===== src/rtl/pattern_scan_ctrl.sv =====
// pattern_scan_ctrl
//   Scan controller for the serial sequence detector. An accepted start
//   captures a DATA_W-bit word and a PAT_W-bit pattern. The word is then
//   shifted MSB-first, one bit per clock, through a PAT_W-bit window. Matches
//   are counted with a saturating counter, the first match position is
//   recorded, and a one-cycle done pulse marks the end of the scan.
//
// Optional feature: define PATTERN_SCAN_OVERLAP_EN to add the cfg_overlap
//   input. When cfg_overlap=1, detection is overlapping. Without the macro,
//   detection is always non-overlapping.
//
// Ports
//   clk          rising-edge clock
//   rst          synchronous reset, active high
//   start        scan request; honoured only in IDLE
//   data_in      word to scan, captured on an accepted start
//   cfg_pattern  pattern to find, MSB compared first; captured on start
//   cfg_overlap  (PATTERN_SCAN_OVERLAP_EN only) 1 = overlapping detection
//   busy         high during the DATA_W scan cycles
//   done         one-cycle pulse in the cycle after the last bit
//   match_pulse  one-cycle pulse in the cycle after a completing bit
//   match_cnt    saturating match count for the current/last scan
//   match_found  at least one match seen in the current/last scan
//   first_pos    bit index (0 = MSB) that completed the first match
module pattern_scan_ctrl #(
  parameter int DATA_W = 16,
  parameter int PAT_W  = 4,
  parameter int CNT_W  = 5
) (
  input  logic                      clk,
  input  logic                      rst,
  input  logic                      start,
  input  logic [DATA_W-1:0]         data_in,
  input  logic [PAT_W-1:0]          cfg_pattern,
`ifdef PATTERN_SCAN_OVERLAP_EN
  input  logic                      cfg_overlap,
`endif
  output logic                      busy,
  output logic                      done,
  output logic                      match_pulse,
  output logic [CNT_W-1:0]          match_cnt,
  output logic                      match_found,
  output logic [$clog2(DATA_W)-1:0] first_pos
);

  localparam int POS_W  = $clog2(DATA_W);
  localparam int FILL_W = $clog2(PAT_W + 1);

  localparam logic [POS_W-1:0]  LAST_IDX = POS_W'(DATA_W - 1);
  localparam logic [FILL_W-1:0] FULL     = FILL_W'(PAT_W);

  typedef enum logic [1:0] {
    IDLE = 2'd0,
    SCAN = 2'd1,
    DONE = 2'd2
  } state_t;

  state_t              state;
  logic [DATA_W-1:0]   data_q;    // MSB is the bit consumed this cycle
  logic [PAT_W-1:0]    pat_q;
  logic [PAT_W-1:0]    win;       // most recent bits, newest in LSB
  logic [FILL_W-1:0]   fill;      // valid bits in win, 0..PAT_W
  logic [POS_W-1:0]    bit_idx;   // index of the bit consumed this cycle
  logic                ovl_q;

  logic [PAT_W-1:0]    win_nxt;
  logic [FILL_W-1:0]   fill_nxt;
  logic                hit;

  // Window state including the bit consumed at the coming edge, so a match
  // is detected on the same edge that consumes its last bit.
  always_comb begin
    win_nxt  = {win[PAT_W-2:0], data_q[DATA_W-1]};
    fill_nxt = (fill == FULL) ? fill : fill + 1'b1;
    hit      = (fill_nxt == FULL) && (win_nxt == pat_q);
  end

`ifndef PATTERN_SCAN_OVERLAP_EN
  assign ovl_q = 1'b0;
`endif

  always_ff @(posedge clk) begin
    if (rst) begin
      state       <= IDLE;
      busy        <= 1'b0;
      done        <= 1'b0;
      match_pulse <= 1'b0;
      match_cnt   <= '0;
      match_found <= 1'b0;
      first_pos   <= '0;
      data_q      <= '0;
      pat_q       <= '0;
      win         <= '0;
      fill        <= '0;
      bit_idx     <= '0;
`ifdef PATTERN_SCAN_OVERLAP_EN
      ovl_q       <= 1'b0;
`endif
    end else begin
      // Pulses default low; each is raised for exactly one cycle below.
      done        <= 1'b0;
      match_pulse <= 1'b0;
      case (state)
        IDLE: begin
          if (start) begin
            data_q      <= data_in;
            pat_q       <= cfg_pattern;
`ifdef PATTERN_SCAN_OVERLAP_EN
            ovl_q       <= cfg_overlap;
`endif
            match_cnt   <= '0;
            match_found <= 1'b0;
            first_pos   <= '0;
            win         <= '0;
            fill        <= '0;
            bit_idx     <= '0;
            busy        <= 1'b1;
            state       <= SCAN;
          end
        end
        SCAN: begin
          data_q  <= data_q << 1;
          win     <= win_nxt;
          bit_idx <= bit_idx + 1'b1;
          if (hit) begin
            match_pulse <= 1'b1;
            if (match_cnt != '1)
              match_cnt <= match_cnt + 1'b1;
            if (!match_found) begin
              match_found <= 1'b1;
              first_pos   <= bit_idx;
            end
            // Overlapping detection keeps the full window, so the next bit
            // can complete another match; otherwise refill from scratch.
            fill <= ovl_q ? fill_nxt : '0;
          end else begin
            fill <= fill_nxt;
          end
          if (bit_idx == LAST_IDX) begin
            busy  <= 1'b0;
            done  <= 1'b1;
            state <= DONE;
          end
        end
        DONE: begin
          // start is not sampled here; a request in this cycle is dropped.
          state <= IDLE;
        end
        default: begin
          busy  <= 1'b0;
          state <= IDLE;
        end
      endcase
    end
  end

endmodule

===== config.mk =====
export PLATFORM = sky130hd
export DESIGN_NAME = pattern_scan_ctrl
export DESIGN_NICKNAME = d
export VERILOG_FILES = /design/src/rtl/pattern_scan_ctrl.sv
export SDC_FILE = /design/constraint.sdc
export NUM_CORES = 1
export LEC_CHECK = 0
export ABC_AREA = 1
export BUFFER_PORTS_ARGS = -buffer_cell sky130_fd_sc_hd__buf_4
export CAP_MARGIN = 25
export CORE_MARGIN = 2
export CORE_UTILIZATION = 52
export CTS_BUF_LIST = sky130_fd_sc_hd__clkbuf_4
export DETAILED_ROUTE_END_ITERATION = 6
export GPL_TIMING_DRIVEN = 0
export HOLD_SLACK_MARGIN = 0.15
export PLACE_DENSITY = 0.79
export SLEW_MARGIN = 0
export SYNTH_ARGS = -nofsm -noshare
export SYNTH_HDL_FRONTEND = slang
export SYNTH_SLANG_ARGS = --single-unit

===== constraint.sdc =====
create_clock -name clk -period 1.55 [get_ports clk]
set_input_delay 0.155 -clock clk [delete_from_list [all_inputs] [get_ports clk]]
set_output_delay 0.155 -clock clk [all_outputs]
set_load 0.02 [all_outputs]

; After elaboration in Yosys (flattened, before gate mapping)
; Cells that the tools add are included.
[word_totals]
out_inout_bits = 13
ff_bits = 45
[op_classes]
eq_ne = 12
mux = 27
bitwise = 2
n_reduce_logical = 11
addsub = 3
[op_table]
columns = cell, n
row1 = $pmux W16 S2, 1
row2 = $mux W16, 1
row3 = $pmux W4 S2, 2
row4 = $mux W5, 3
row5 = $mux W4, 3
row6 = $pmux W3 S2, 2
row7 = $ne A2 B2 Y1 const B, 5
row8 = $pmux W5 S2, 1
row9 = $mux W3, 3
row10 = $reduce_and A4 Y1, 2
row11 = $eq A3 B3 Y1 const B, 2
row12 = $mux W1, 6
row13 = $reduce_and A2 Y1, 3
row14 = $reduce_and A3 Y1, 2
row15 = $add A5 B1 Y5 const B, 1
row16 = $ne A5 B5 Y1 const B, 1
row17 = $add A4 B1 Y4 const B, 1
row18 = $eq A4 B4 Y1, 1
row19 = $eq A4 B4 Y1 const B, 1
row20 = $mux W2, 2
row21 = $pmux W2 S2, 1
row22 = $add A3 B1 Y3 const B, 1
row23 = $pmux W1 S3, 1
row24 = $eq A2 B1 Y1 const B, 1
row25 = other kinds (7), 8

; Longest topological paths before layout
[depth]
word_depth = 6
depth_mapped = 12
ltp_nobuf = 12

; Least setup slack after synthesis
; Ideal clock, no wire load.
[synth_path]
path_type = reg-to-reg
startpoint = register match_cnt[0]
endpoint = register match_cnt[3]
setup_ps = 131
required_time_ps = 1419
arrival_ps = 1381
slack_ps = 38
path_stages_with_launch = 9
cell_sequence = dfxtp_1 -> ha_1 -> nand2_1 -> nor2_1 -> ha_1 -> o21ai_4 -> nand2_1 -> nand2_1 -> a21oi_2
[synth_via]
elab_chain_cells = 4
[synth_lines]
columns = item, line_no
row1 = from (decl), 41  ; output logic [CNT_W-1:0] match_cnt,
row2 = from (signal assigned), 128  ; match_cnt <= match_cnt + 1'b1;
row3 = $add A5 B1 Y5, 128
row4 = $mux W5, 127  ; if (match_cnt != '1)
row5 = $mux W5, 125  ; if (hit) begin
row6 = $pmux W5 S2, 103  ; case (state)
; Parallel ways exist; a longest one is shown, timed or not. The select of a mux whose other input is x is not followed.
; A chain may end at the register's enable or synchronous reset.

; Worst setup path in the final report
[layout_path]
startpoint = register match_cnt[0]
endpoint = register match_cnt[0]
; The elaborated chain is that of the path after synthesis.

==> implementation parameters <==
Parameter                              Value

Critical path
  Crit path cell chain    ha_2 > nand2_2 > nor2_2 > ha_2 > o21ai_4 > buf_4 > nand3_2 > nand2_1 > nor2_1
  Cell mode on critical path    ha_2
  Startpoint class of the critical path    register
  Data arrival time of the worst path    1860 ps
  Critical Path RT    1830 ps
  Critical-path maximum fanout    6
  Crit end category    register
  Type of the setup path with the least slack    reg2reg
  Slowest stage cell, crit path    dfxtp_4
  Maximum cell stage delay along the critical path    380 ps

Finish
  Most common cell after layout, fill and taps aside    nand2_1
  Area growth from synthesis to layout    38.5%
  Sequential cell area    908 sq um
  Layout cell share with drive strength beyond 1    29.2%
  Number of nets in the layout    366
  Top library cells by usage in the layout, fill and taps aside    67 x nand2_1, 41 x buf_4, 41 x dfxtp_1
  Final non-filler cell area    0.00284 sq mm
  Filler Cells Inserted    270
  Multi-input combinational cell area    0.00107 sq mm
  Number of standard cells in the final layout excluding fillers    387
  Antenna diodes    0

Power and ir drop
  Power density normalized to cell area    1020 mW/mm^2
  Static Leak    1.20 nW
  Max rail drop VDD    0.000709 V

STA
  Final worst setup slack    -33.5 ps
  Setup repair after global routing missed its margin    true
  Final Max Slew Viols    0
  Worst-case clock skew    1.88 ps
  Final worst-path cycle share    102%
  Relative slew slack    66.8%
  # setup viols final    4
  Final critical-path required period    1580 ps
  Transition time at the pin with the least slew margin    499 ps
  Maximum clock frequency    632 MHz
  Count of final hold-check violations    0

Logic synthesis
  Average footprint of a synthesized cell    7.66 sq um
  Cells taking the most area after synthesis    dfxtp_1 44%, nand2_1 13%, o21ai_0 5.1%
  Ys async rst share    0%
  Number of library cell types mapped by synthesis    38
  Number of synthesized flops with an enable pin    0
  Synthesized netlist cell count    268
  Synthesis warning total    0
  Portion of synthesized cell area occupied by the leading cell type    43.9%
  Net count after synthesis    296
  Sequential area share after synthesis    43.9%
  Main synth FF type    dfxtp_1
  Post-synth top area cell    dfxtp_1
  Post-synthesis sequential element count    45
  Summed instance area of the synthesized netlist    0.00205 sq mm

Floorplan
  Number of top-level pins    36
  Standard-cell rows    22
  Die X-Extent    66.8 um
  Overall die height    66.8 um
  Effective utilization at floorplan    55.2%
  Die ar.    0.00446 sq mm
  Std-Cell Core Area    0.00372 sq mm

Detailed routing
  Routed len/inst    13.4 um
  Uppermost layer routed    met4
  Detail Route met2 WL    2.60 mm
  First-pass iteration count of the detailed router    4
  Sum of routed wire segments on met1    2.26 mm
  Number of vias after detailed routing    2,012
  Avg Vias per Cell    5.20
  Detailed router's first-iteration violation count    147
  DRC violation count after routing    0
  Detail Route met3 WL    223 um
  Post-route ant nets    0
  Post-detailed-routing wire length    5.20 mm

Place
  Placer Congestion    0.813
  Detailed placer's ending HPWL    3.11 mm
  Dpl cell area    0.00237 sq mm
  Inst Count DP    350
  Port Buffer Count    34

GRT
  Largest net degree at the start of global routing    15
  Global-route wire length before repair    8.15 mm
  Overflow left after global routing    0
  Vias in the first global route    1,853
  Overall global routing resource usage    24.4%
  Initial antenna violation count    0

Clocking
  TritonCTS clock tree    done
  Clock Sink Count    45
  Depth of the CTS H-tree    2
  Clock-pin transition on the worst setup and hold timing paths    130 ps
  Clock latency of the later-clocked register in the worst-skew pair    370 ps
  Num CTS Buffers    5
  Cell at the root of the clock tree    clkbuf_4
  Bufs on Longest Clock Path    2

Run
  Max Cap Viol    0

Status
  Run status    finished, violations left
  Failing checks    setup timing

Hold path
  Min-delay worst type    in2reg
-- registers in the layout, summed over array words and instances (netlist names) --
| register | flops |
|---|---|
| fill | 3 |
| done | 1 |
| busy | 1 |
| match_pulse | 1 |
| match_cnt | 5 |
| match_found | 1 |
| pat_q | 4 |
| state | 2 |
| bit_idx | 4 |
| data_q | 16 |
| first_pos | 4 |
| win | 3 |
-- worst paths after layout --
check	from	end	slack [ps]	depth (start not counted)
hold reg to reg	data_q[0]	data_q[0]	480	2
setup reg to reg	match_cnt[0]	match_cnt[0]	-30	9
hold / removal	start	match_found	240	3
setup / recovery	match_cnt[0]	match_cnt[0]	-30	9
-- worst max-delay path: cells and delay by family (launching register included) --
kind,cells,cell delay (ps)
adder cells (fa/ha/maj),2,370
AO/OA/AOI/OAI,1,280
AND/OR/NAND/NOR,5,290
flip-flops,1,380
buffers and inverters,1,170
-- cell families (layout without fill, tap and decap cells) --
group / Yosys count / count (layout) / synth area share, %
AND/OR/NAND/NOR: 122 / 122 / 26.7
AO/OA/AOI/OAI: 58 / 58 / 17.1
flip-flops: 45 / 45 / 43.9
buffers and inverters: 34 / 105 / 7.56
adder cells (fa/ha/maj): 5 / 5 / 3.05
XOR/XNOR: 4 / 4 / 1.71
-- layout make-up --
cell class                      count  area share, %
Inverter                           22           2.99
Buffer                             12           2.60
Sequential cell                    45           32.0
Clock inverter                      3           2.29
Tap cell                           48           2.11
Timing Repair Buffer               63           18.9
Multi-Input combinational cell    189           37.8
Clock buffer                        5           1.32
-- per-layer routing --
layer | global-route usage, % | vias to the layer above
met4 | 13.3 | 0
li1 | - | 1022
met2 | 39.8 | 50
met1 | 30.4 | 929
met3 | 4.56 | 11
met5 | 0 | -
-- Yosys cell counts (2+ instances only) --
library cell	count
a21oi_1	11
a31oi_1	15
buf_2	2
buf_4	2
buf_6	2
clkbuf_1	5
dfxtp_1	45
ha_1	5
inv_1	18
inv_2	2
nand2_1	73
nand2_2	2
nand3_1	14
nand3b_1	2
nor2_1	20
nor2_2	3
o21ai_0	21
o21ai_1	2
o32ai_1	3
xnor2_1	3
-- per-stage QoR --
step	hold WS, ps	setup WS, ps	util (%)	total power, mW	TNS (ps)
6_report	236	-33.5	76.5	2.91	-54.7
3_3_place_gp	396	-107	63.7	1.89	-656
5_1_grt	244	-90.9	76.5	3.04	-601
2_1_floorplan	294	38.3	-	1.73	0
3_5_place_dp	423	-136	63.7	1.91	-886
4_1_cts	239	6.31	73.9	2.85	0
-- power breakdown --
group | switching (mW) | internal (mW) | total (mW)
logic | 0.385 | 0.308 | 0.693
clock network | 0.388 | 0.499 | 0.887
registers | 0.0667 | 1.26 | 1.33
total | 0.840 | 2.07 | 2.91
-- what timing repair did --
item	in CTS	in global routing
buffers inserted	4	3
endpoints found under the hold margin	24	0
hold buffers	21	0
resized for setup	10	26
endpoints found under the setup margin	9	17
pin swaps	8	6
gates cloned	1	0
Note: power is estimated with default switching activity, not from simulation.
